File: config.mk
export PLATFORM = sky130hd
export DESIGN_NAME = rocca_s_hw_v2_axis_stall_detector
export DESIGN_NICKNAME = d
export VERILOG_FILES = /design/src/rtl/rocca_s_hw_v2_axis_stall_detector_pkg.sv /design/src/rtl/rocca_s_hw_v2_axis_stall_chan.sv /design/src/rtl/rocca_s_hw_v2_axis_stall_detector.sv
export SDC_FILE = /design/constraint.sdc
export NUM_CORES = 1
export LEC_CHECK = 0
export CAP_MARGIN = 10
export CORE_MARGIN = 2
export CORE_UTILIZATION = 48
export CTS_BUF_LIST = sky130_fd_sc_hd__clkbuf_2 sky130_fd_sc_hd__clkbuf_4 sky130_fd_sc_hd__clkbuf_8
export DETAILED_ROUTE_END_ITERATION = 8
export MAX_ROUTING_LAYER = met4
export PLACE_DENSITY_LB_ADDON = 0.2
export SYNTH_ARGS = -nofsm -noshare
export SYNTH_HDL_FRONTEND = slang
export SYNTH_SLANG_ARGS = --single-unit
File: constraint.sdc
create_clock -name clock -period 3.8 [get_ports clock]
set_input_delay 0.38 -clock clock [delete_from_list [all_inputs] [get_ports clock]]
set_output_delay 0.38 -clock clock [all_outputs]
set_load 0.01 [all_outputs]
File: src/rtl/rocca_s_hw_v2_axis_stall_detector_pkg.sv
// Shared definitions for the AXI-Stream stall detector.
// Holds the per-channel state encoding, the default parameter values
// and the width of the first_ch index output.
package rocca_s_hw_v2_axis_stall_detector_pkg;

    localparam int DEF_NUM_CH       = 5;
    localparam int DEF_STALL_THRESH = 1024;
    localparam int DEF_CNT_W        = 16;
    localparam int FIRST_CH_W       = 4;

    typedef enum logic [1:0] {
        CLEAR    = 2'd0,
        COUNTING = 2'd1,
        BLOCKED  = 2'd2
    } ch_state_e;

endpackage

File: src/rtl/rocca_s_hw_v2_axis_stall_chan.sv
// One monitored AXI-Stream channel: stall FSM, saturating stall counter
// and the registered block flag.
//
// Ports:
//   clock, reset  rising-edge clock, asynchronous active-high reset
//   enable        low forces the channel back to CLEAR on the next edge
//   tvalid/tready sampled handshake of the monitored stream
//   block         registered flag, high exactly while in BLOCKED
//   block_next    value block takes on the coming edge
//   enter_block   high in the cycle before the edge that enters BLOCKED
//
// Handshake semantics: a beat transfers when tvalid=1 and tready=1; the
// channel is stalled when tvalid=1 and tready=0. An idle stream
// (tvalid=0) is never a stall.
module rocca_s_hw_v2_axis_stall_chan
    import rocca_s_hw_v2_axis_stall_detector_pkg::*;
#(
    parameter int STALL_THRESH = DEF_STALL_THRESH,
    parameter int CNT_W        = DEF_CNT_W
) (
    input  logic clock,
    input  logic reset,
    input  logic enable,
    input  logic tvalid,
    input  logic tready,
    output logic block,
    output logic block_next,
    output logic enter_block
);

    localparam logic [CNT_W-1:0] THRESH = CNT_W'(STALL_THRESH);
    localparam logic [CNT_W-1:0] ONE    = CNT_W'(1);

    ch_state_e        state, state_next;
    logic [CNT_W-1:0] count, count_next;
    logic             active;

    // A stall only counts while monitoring is enabled.
    assign active = enable & tvalid & ~tready;

    always_comb begin
        state_next = state;
        count_next = count;
        case (state)
            CLEAR: begin
                if (active) begin
                    count_next = ONE;
                    // A threshold of one blocks on the very first stalled edge.
                    state_next = (THRESH == ONE) ? BLOCKED : COUNTING;
                end
            end
            COUNTING: begin
                if (!active) begin
                    state_next = CLEAR;
                    count_next = '0;
                end else begin
                    count_next = count + ONE;
                    if (count == THRESH - ONE) begin
                        state_next = BLOCKED;
                    end
                end
            end
            BLOCKED: begin
                // Count stays at THRESH here, so it saturates instead of wrapping.
                if (!active) begin
                    state_next = CLEAR;
                    count_next = '0;
                end
            end
            default: begin
                state_next = CLEAR;
                count_next = '0;
            end
        endcase
    end

    assign block_next  = (state_next == BLOCKED);
    assign enter_block = block_next & (state != BLOCKED);

    always_ff @(posedge clock or posedge reset) begin
        if (reset) begin
            state <= CLEAR;
            count <= '0;
            block <= 1'b0;
        end else begin
            state <= state_next;
            count <= count_next;
            block <= block_next;
        end
    end

endmodule

File: src/rtl/rocca_s_hw_v2_axis_stall_detector.sv
// Multi-channel AXI-Stream stall detector. Each channel is watched by its
// own stall FSM; this level adds the sticky "some channel blocked" status
// and records which channel blocked first since the last clear.
//
// Ports:
//   clock, reset     rising-edge clock, asynchronous active-high reset
//   enable           monitoring enable, low clears all channel FSMs
//   clear            one-cycle pulse clearing stall_seen / first_ch
//   tvalid, tready   per-channel handshake samples [NUM_CH]
//   axis_block_sigs  registered per-channel block flags [NUM_CH]
//   any_block        registered OR of the block flags
//   stall_seen       sticky: a channel entered BLOCKED since last clear
//   first_ch         index of the first channel to block since last clear
module rocca_s_hw_v2_axis_stall_detector
    import rocca_s_hw_v2_axis_stall_detector_pkg::*;
#(
    parameter int NUM_CH       = DEF_NUM_CH,
    parameter int STALL_THRESH = DEF_STALL_THRESH,
    parameter int CNT_W        = DEF_CNT_W
) (
    input  logic                  clock,
    input  logic                  reset,
    input  logic                  enable,
    input  logic                  clear,
    input  logic [NUM_CH-1:0]     tvalid,
    input  logic [NUM_CH-1:0]     tready,
    output logic [NUM_CH-1:0]     axis_block_sigs,
    output logic                  any_block,
    output logic                  stall_seen,
    output logic [FIRST_CH_W-1:0] first_ch
);

    logic [NUM_CH-1:0]     block_next;
    logic [NUM_CH-1:0]     enter_block;
    logic [FIRST_CH_W-1:0] lowest_enter;
    logic                  any_enter;

    for (genvar i = 0; i < NUM_CH; i++) begin : g_ch
        rocca_s_hw_v2_axis_stall_chan #(
            .STALL_THRESH (STALL_THRESH),
            .CNT_W        (CNT_W)
        ) u_chan (
            .clock       (clock),
            .reset       (reset),
            .enable      (enable),
            .tvalid      (tvalid[i]),
            .tready      (tready[i]),
            .block       (axis_block_sigs[i]),
            .block_next  (block_next[i]),
            .enter_block (enter_block[i])
        );
    end

    // Scan from the top down so the lowest entering index wins.
    always_comb begin
        lowest_enter = '0;
        for (int i = NUM_CH - 1; i >= 0; i--) begin
            if (enter_block[i]) begin
                lowest_enter = FIRST_CH_W'(i);
            end
        end
    end

    assign any_enter = |enter_block;

    // any_block is registered from the channels' next-state flags so it
    // changes on the same edge as axis_block_sigs. A new blocking event
    // takes precedence over a simultaneous clear.
    always_ff @(posedge clock or posedge reset) begin
        if (reset) begin
            any_block  <= 1'b0;
            stall_seen <= 1'b0;
            first_ch   <= '0;
        end else begin
            any_block <= |block_next;
            if (any_enter) begin
                stall_seen <= 1'b1;
                if (!stall_seen || clear) begin
                    first_ch <= lowest_enter;
                end
            end else if (clear) begin
                stall_seen <= 1'b0;
                first_ch   <= '0;
            end
        end
    end

endmodule

# [Yosys cells after proc, flatten, opt, wreduce, memory -nomap -nowiden]
# Cells that the tools add are included.
[op_classes] reduce_logical=16 n_eq_ne=36 shift=0 mul=0 addsub=5 mux=55 bitwise=20 order_cmp=0 n_div=0
[op_table] op="16-bit 2-to-1 mux" n=15
[op_table] op="16-bit one-hot mux with 3 select lines" n=5
[op_table] op="16-bit by 1-bit adder with 16-bit output (second input constant)" n=5
[op_table] op="16-bit by 10-bit equality test with 1-bit output (second input constant)" n=5
[op_table] op="2-bit 2-to-1 mux" n=20
[op_table] op="2-bit one-hot mux with 3 select lines" n=5
[op_table] op="4-bit 2-to-1 mux" n=7
[op_table] op="2-bit equality test (second input constant)" n=10
[op_table] op="2-bit != test (second input constant)" n=10
[op_table] op="1-bit AND" n=15
[op_table] op="2-bit by 1-bit != test with 1-bit output (second input constant)" n=6
[op_table] op="2-bit AND reduction" n=6
[op_table] op="2-bit by 1-bit equality test with 1-bit output (second input constant)" n=5
[op_table] op="2-bit zero test" n=5
[op_table] op="5-bit OR reduction" n=2
[op_table] op="1-bit inverter" n=5
[op_table] op="3-bit 2-to-1 mux" n=1
[op_table] op="1-bit 2-to-1 mux" n=2
[op_table] op="2-bit nonzero test" n=1
[op_table] op="1-bit zero test" n=1
[op_table] op="1-bit logical OR" n=1
[totals] register_bits=101 memories=0 romBits=0 ram_bits=0 wordCells=150 output_inout_bits=11 latchBits=0 input_bits=14

# [Depth between registers and ports, before layout]
[depth] word_depth=13 mapped_depth=8

# [Cells and area by module]
# From an unflattened synthesis, not the netlist that was laid out.
[unflattened] cells_unflattened=577 hier_area_um2=5838.1
[modules_own_cells] mod="rocca_s_hw_v2_axis_stall_chan" cells_each=110 instances=5 area_per_inst_um2=1113.6
[modules_own_cells] mod="rocca_s_hw_v2_axis_stall_detector" cells_each=27 instances=1 area_per_inst_um2=270.3

# [Worst setup path after synthesis]
# Ideal clock, no wire load.
[synth_path] kind="reg-to-reg" start="register g_ch[2].u_chan.count[0]" end="register first_ch[0]" setup_slack_ps=1658 stages_incl_launch_ff=8 arrival_ps=2014 t_required_ps=3672 path_buffers=1 path_cell_list="dfrtp_1 -> ha_1 -> nand3_1 -> or4_1 -> clkbuf_1 -> or2_1 -> a41oi_2 -> mux2_1"
[synth_via] elab_chain_len=11 word_cells_on_any_way=15
[synth_lines] item="start: declaration" line_no="rocca_s_hw_v2_axis_stall_chan.sv:35" rtl="logic [CNT_W-1:0] count, count_next;"
[synth_lines] item="start signal: assignment" line_no="rocca_s_hw_v2_axis_stall_chan.sv:87" rtl="count <= count_next;"
[synth_lines] item="16-bit by 10-bit equality test with 1-bit output (*)" line_no="rocca_s_hw_v2_axis_stall_chan.sv:58" rtl="if (count == THRESH - ONE) begin"
[synth_lines] item="2-bit 2-to-1 mux (*)" line_no="rocca_s_hw_v2_axis_stall_chan.sv:58"
[synth_lines] item="2-bit 2-to-1 mux (*)" line_no="rocca_s_hw_v2_axis_stall_chan.sv:53" rtl="if (!active) begin"
[synth_lines] item="2-bit one-hot mux with 3 select lines (*)" line_no="rocca_s_hw_v2_axis_stall_chan.sv:44" rtl="case (state)"
[synth_lines] item="2-bit equality test (*)" line_no="rocca_s_hw_v2_axis_stall_chan.sv:77" rtl="assign block_next = (state_next == BLOCKED);"
[synth_lines] item="1-bit AND (*)" line_no="rocca_s_hw_v2_axis_stall_chan.sv:78" rtl="assign enter_block = block_next & (state != BLOCKED);"
[synth_lines] item="4-bit 2-to-1 mux (3 in series)" line_no="rocca_s_hw_v2_axis_stall_detector.sv:58" rtl="if (enter_block[i]) begin"
[synth_lines] item="4-bit 2-to-1 mux" line_no="rocca_s_hw_v2_axis_stall_detector.sv:78" rtl="if (!stall_seen || clear) begin"
[synth_lines] item="4-bit 2-to-1 mux" line_no="rocca_s_hw_v2_axis_stall_detector.sv:76" rtl="if (any_enter) begin"
[synth_lines] item="end signal: assignment" line_no="rocca_s_hw_v2_axis_stall_detector.sv:79" rtl="first_ch <= lowest_enter;"
[synth_lines] item="end: declaration" line_no="rocca_s_hw_v2_axis_stall_detector.sv:30" rtl="output logic [FIRST_CH_W-1:0] first_ch"
# Every way passes the cells marked *; elsewhere a longest branch is shown, timed or not. The select of a mux whose other input is x is not followed.
# A chain may end at the register's enable or synchronous reset.

# [Final worst setup path]
[layout_path] start="input enable" end="register first_ch[0]"
[layout_via] elab_chain_len=12 word_cells_on_any_way=50
[layout_lines] item="start: declaration" line_no="rocca_s_hw_v2_axis_stall_detector.sv:23" rtl="input logic enable,"
[layout_lines] item="1-bit AND (2 in series)" line_no="rocca_s_hw_v2_axis_stall_chan.sv:39" rtl="assign active = enable & tvalid & ~tready;"
[layout_lines] item="2-bit 2-to-1 mux, on equally long branches" line_no="rocca_s_hw_v2_axis_stall_chan.sv:65, rocca_s_hw_v2_axis_stall_chan.sv:46, rocca_s_hw_v2_axis_stall_chan.sv:53"
[layout_lines] item="2-bit one-hot mux with 3 select lines" line_no="rocca_s_hw_v2_axis_stall_chan.sv:44"
[layout_lines] item="2-bit equality test" line_no="rocca_s_hw_v2_axis_stall_chan.sv:77"
[layout_lines] item="1-bit AND" line_no="rocca_s_hw_v2_axis_stall_chan.sv:78"
[layout_lines] item="4-bit 2-to-1 mux (4 in series)" line_no="rocca_s_hw_v2_axis_stall_detector.sv:58"
[layout_lines] item="4-bit 2-to-1 mux" line_no="rocca_s_hw_v2_axis_stall_detector.sv:78"
[layout_lines] item="4-bit 2-to-1 mux" line_no="rocca_s_hw_v2_axis_stall_detector.sv:76"
# Several ways; a longest one is shown, not always the timed one. The select of a mux whose other input is x is not followed.

==> flow_metrics.py <==
metrics = {
    "critical_path": {
        "arrival_ns": 2.67,
        "cp_max_fo": 8,
        "rr_startpoint": "g_ch[2].u_chan.count[0]$_DFFE_PP0P_",
        "reg2reg_to": "first_ch[0]$_DFFE_PP0P_",
        "start_kind": "input port",
        "rr_worst_depth": 6,
        "r2r_slack_ns": 1.48,
        "worstPathRequired_ns": 4.09,
        "endpoint_kind": "register",
        "crit_type": "in -> reg",
    },
    "placed_design": {
        "place.gp.congestion": 0.820,
        "placed_area_um2": 5670,
        "dp.cells": 748,
        "port_buffers": 23,
        "dp_hpwl_um": 7920,
    },
    "global_route": {
        "grt_pass1_vias": 4083,
        "grt_pass1_wl_um": 19500,
        "antenna_found_initial": 0,
        "grt_remaining_overflow": 0,
        "track_usage": 0.212,
        "grt_max_degree": 74,
    },
    "sta": {
        "timing.final.crit_share": 0.627,
        "slew_headroom": 0.364,
        "tightest_slew_ns": 0.951,
        "setup_viol": 0,
        "slew_violations": 0,
        "finClkSkew_ns": 0.0146,
        "fin_crit_ns": 2.38,
        "rsz0062_at_grt": "false",
        "tns_ns": 0,
        "hold_viol_final": 0,
        "clock.fmax_mhz": 420,
    },
    "clocking": {
        "clk_pin_slew_ns": 0.11,
        "cts-htree-levels": 3,
        "cts_hold_buf": 0,
        "cts_made_buffers": 9,
        "cts_setup_buffers": 0,
        "cts_root_buf": "clkbuf_8",
        "post_cts_resized": 0,
        "cts.sinks": 100,
        "cts_tree": "yes",
        "clockBufferDepth": 2,
        "clk_latency_ns": 0.39,
    },
    "power_and_ir_drop": {
        "vdd_ir_drop_max_v": 0.000265,
        "p_leak_nw": 2.35,
        "power.density_nw_per_um2": 319,
    },
    "hold_path": {
        "hold_start": "g_ch[3].u_chan.count[7]$_DFFE_PP0P_",
        "hp-class": "reg -> reg",
        "min_path_cells": 1,
        "holdPathEnd": "g_ch[3].u_chan.count[7]$_DFFE_PP0P_",
    },
    "routing": {
        "num_vias": 4544,
        "antenna_left": 0,
        "wl_per_cell_um": 15.3,
        "wl_um": 11700,
        "drc": 0,
        "viasPerCell": 5.95,
        "firstDrtPassIters": 7,
        "drt-initial-drc-count": 297,
    },
    "outcome": {
        "status": "finished, final reports clean",
    },
    "logic_synthesis": {
        "syn-instance-count": 608,
        "ys_seq_area_frac": 0.467,
        "synth_nets": 627,
        "synth_area_per_cell_um2": 8.82,
        "yosysWarnings": 0,
        "synth_ff_type": "dfrtp_1",
        "synth-edff-count": 0,
        "async_reset_ff_frac": 1.00,
        "synth_area_leaders": "dfrtp_1 47%, o21ai_0 10%, nand2_1 4.9%",
        "synth_top_area_frac": 0.467,
        "ys_ff_latch": 100,
        "ys_types": 54,
        "yosysTopAreaCell": "dfrtp_1",
        "synth_area_um2": 5360,
    },
    "layout": {
        "nFillCells": 1001,
        "nNetsFinal": 638,
        "postLayoutCellArea_um2": 5860,
        "fin_cells": 764,
        "drive_above_1_share": 0.0593,
        "syn2layout_area_growth_pct": 9.26,
        "num_antenna_cells": 0,
    },
    "die": {
        "die_x_um": 110,
        "rows": 38,
        "ioPinCount": 25,
        "die_h_um": 110,
        "die_area_um2": 12000,
        "initial_core_util": 0.492,
        "core_area_um2": 10900,
    },
    "job": {
        "maxCapViolCount": 0,
    },
}
flip-flops by register name, summed over array words and instances, names as in the netlist:
signal             flops
stall_seen             1
first_ch               3
any_block              1
g_ch.u_chan.block      5
g_ch.u_chan.count     80
g_ch.u_chan.state     10
Yosys cell counts, drive strengths merged (8+ instances only):
cell and count:
nor2 50, and2 10, a21oi 12, nand4 26, buf 8, inv 11, a31oi 17, o31ai 9
nand3 30, clkbuf 20, nand2 70, xor2 14, xnor2 12, nand2b 9, and3 11, nor3 13
dfrtp 100, o21ai 107, nor4 11
worst max path at each step:
| stage | to | from |
|---|---|---|
| 6_report | first_ch[0]$_DFFE_PP0P_ | enable |
| 2_1_floorplan | any_block$_DFF_PP0_ | reset |
| 3_5_place_dp | first_ch[0]$_DFFE_PP0P_ | enable |
| 3_3_place_gp | first_ch[0]$_DFFE_PP0P_ | enable |
| 5_1_grt | first_ch[0]$_DFFE_PP0P_ | enable |
| 4_1_cts | first_ch[0]$_DFFE_PP0P_ | enable |
report_power, final:
part	switching, W	leakage (nW)	internal [W]
Clock	0.000410	0.0840	0.000247
Sequential	0.0000244	1.39	0.00108
Combinational	0.0000676	0.881	0.0000380
cell usage in the layout, fill, tap and decap left out, drive strengths merged, types with 6 or more instances in the layout:
cell	n
o21ai	107
dfrtp	100
nand2	70
nor2	50
nand3	30
nand4	26
clkdlybuf4s50	23
a31oi	17
xor2	14
nor3	13
inv	13
xnor2	12
a21oi	12
and3	11
nor4	11
and2	10
nand2b	9
o31ai	9
clkbuf	9
or2	7
or4	6
logic make-up after synthesis:
logic type,count (synthesis),share of synthesized area
and+or+nand+nor,265,0.259
AOI/OAI and AO/OA,170,0.183
DFF,100,0.467
buffers and inverters,39,0.0324
xor gates and xnor gates,26,0.0425
adders and majority gates,5,0.0117
muxes,2,0.00397
other,1,0.000699
routing by layer:
layer | track usage | part of all wire | routed length, um
met1 | 0.294 | 0.49 | 5750
met5 | - | 0 | 0
met3 | 0.0492 | 0.039 | 461
met2 | 0.315 | 0.46 | 5370
met4 | 0.0524 | 0.011 | 125
worst max-delay path: stages:
cell and delay, ns:
clkdlybuf4s50_1 0.68, nand3b_4 0.16, or4_1 0.66, or2_1 0.29, a41oi_2 0.17, mux2_1 0.33
stage by stage:
stage | hold WS, ns | setup WS [ns] | util | power, W
2_1_floorplan | 0.439 | 0.801 | - | 0.00119
3_3_place_gp | 0.463 | 1.05 | 0.521 | 0.00123
3_5_place_dp | 0.480 | 0.983 | 0.521 | 0.00123
4_1_cts | 0.496 | 1.42 | 0.538 | 0.00189
5_1_grt | 0.514 | 1.22 | 0.538 | 0.00195
6_report | 0.497 | 1.42 | 0.538 | 0.00187
layout make-up:
class	instances	area, um^2	share of cell area
Sequential cell	100	2500	0.427
Tap cell	140	175	0.0299
Multi-Input combinational cell	469	2690	0.458
Timing Repair Buffer	28	268	0.0457
Inverter	11	43.8	0.00748
Clock buffer	9	124	0.0211
Clock inverter	7	60.1	0.0103
Power figures use the tool's default switching activity.
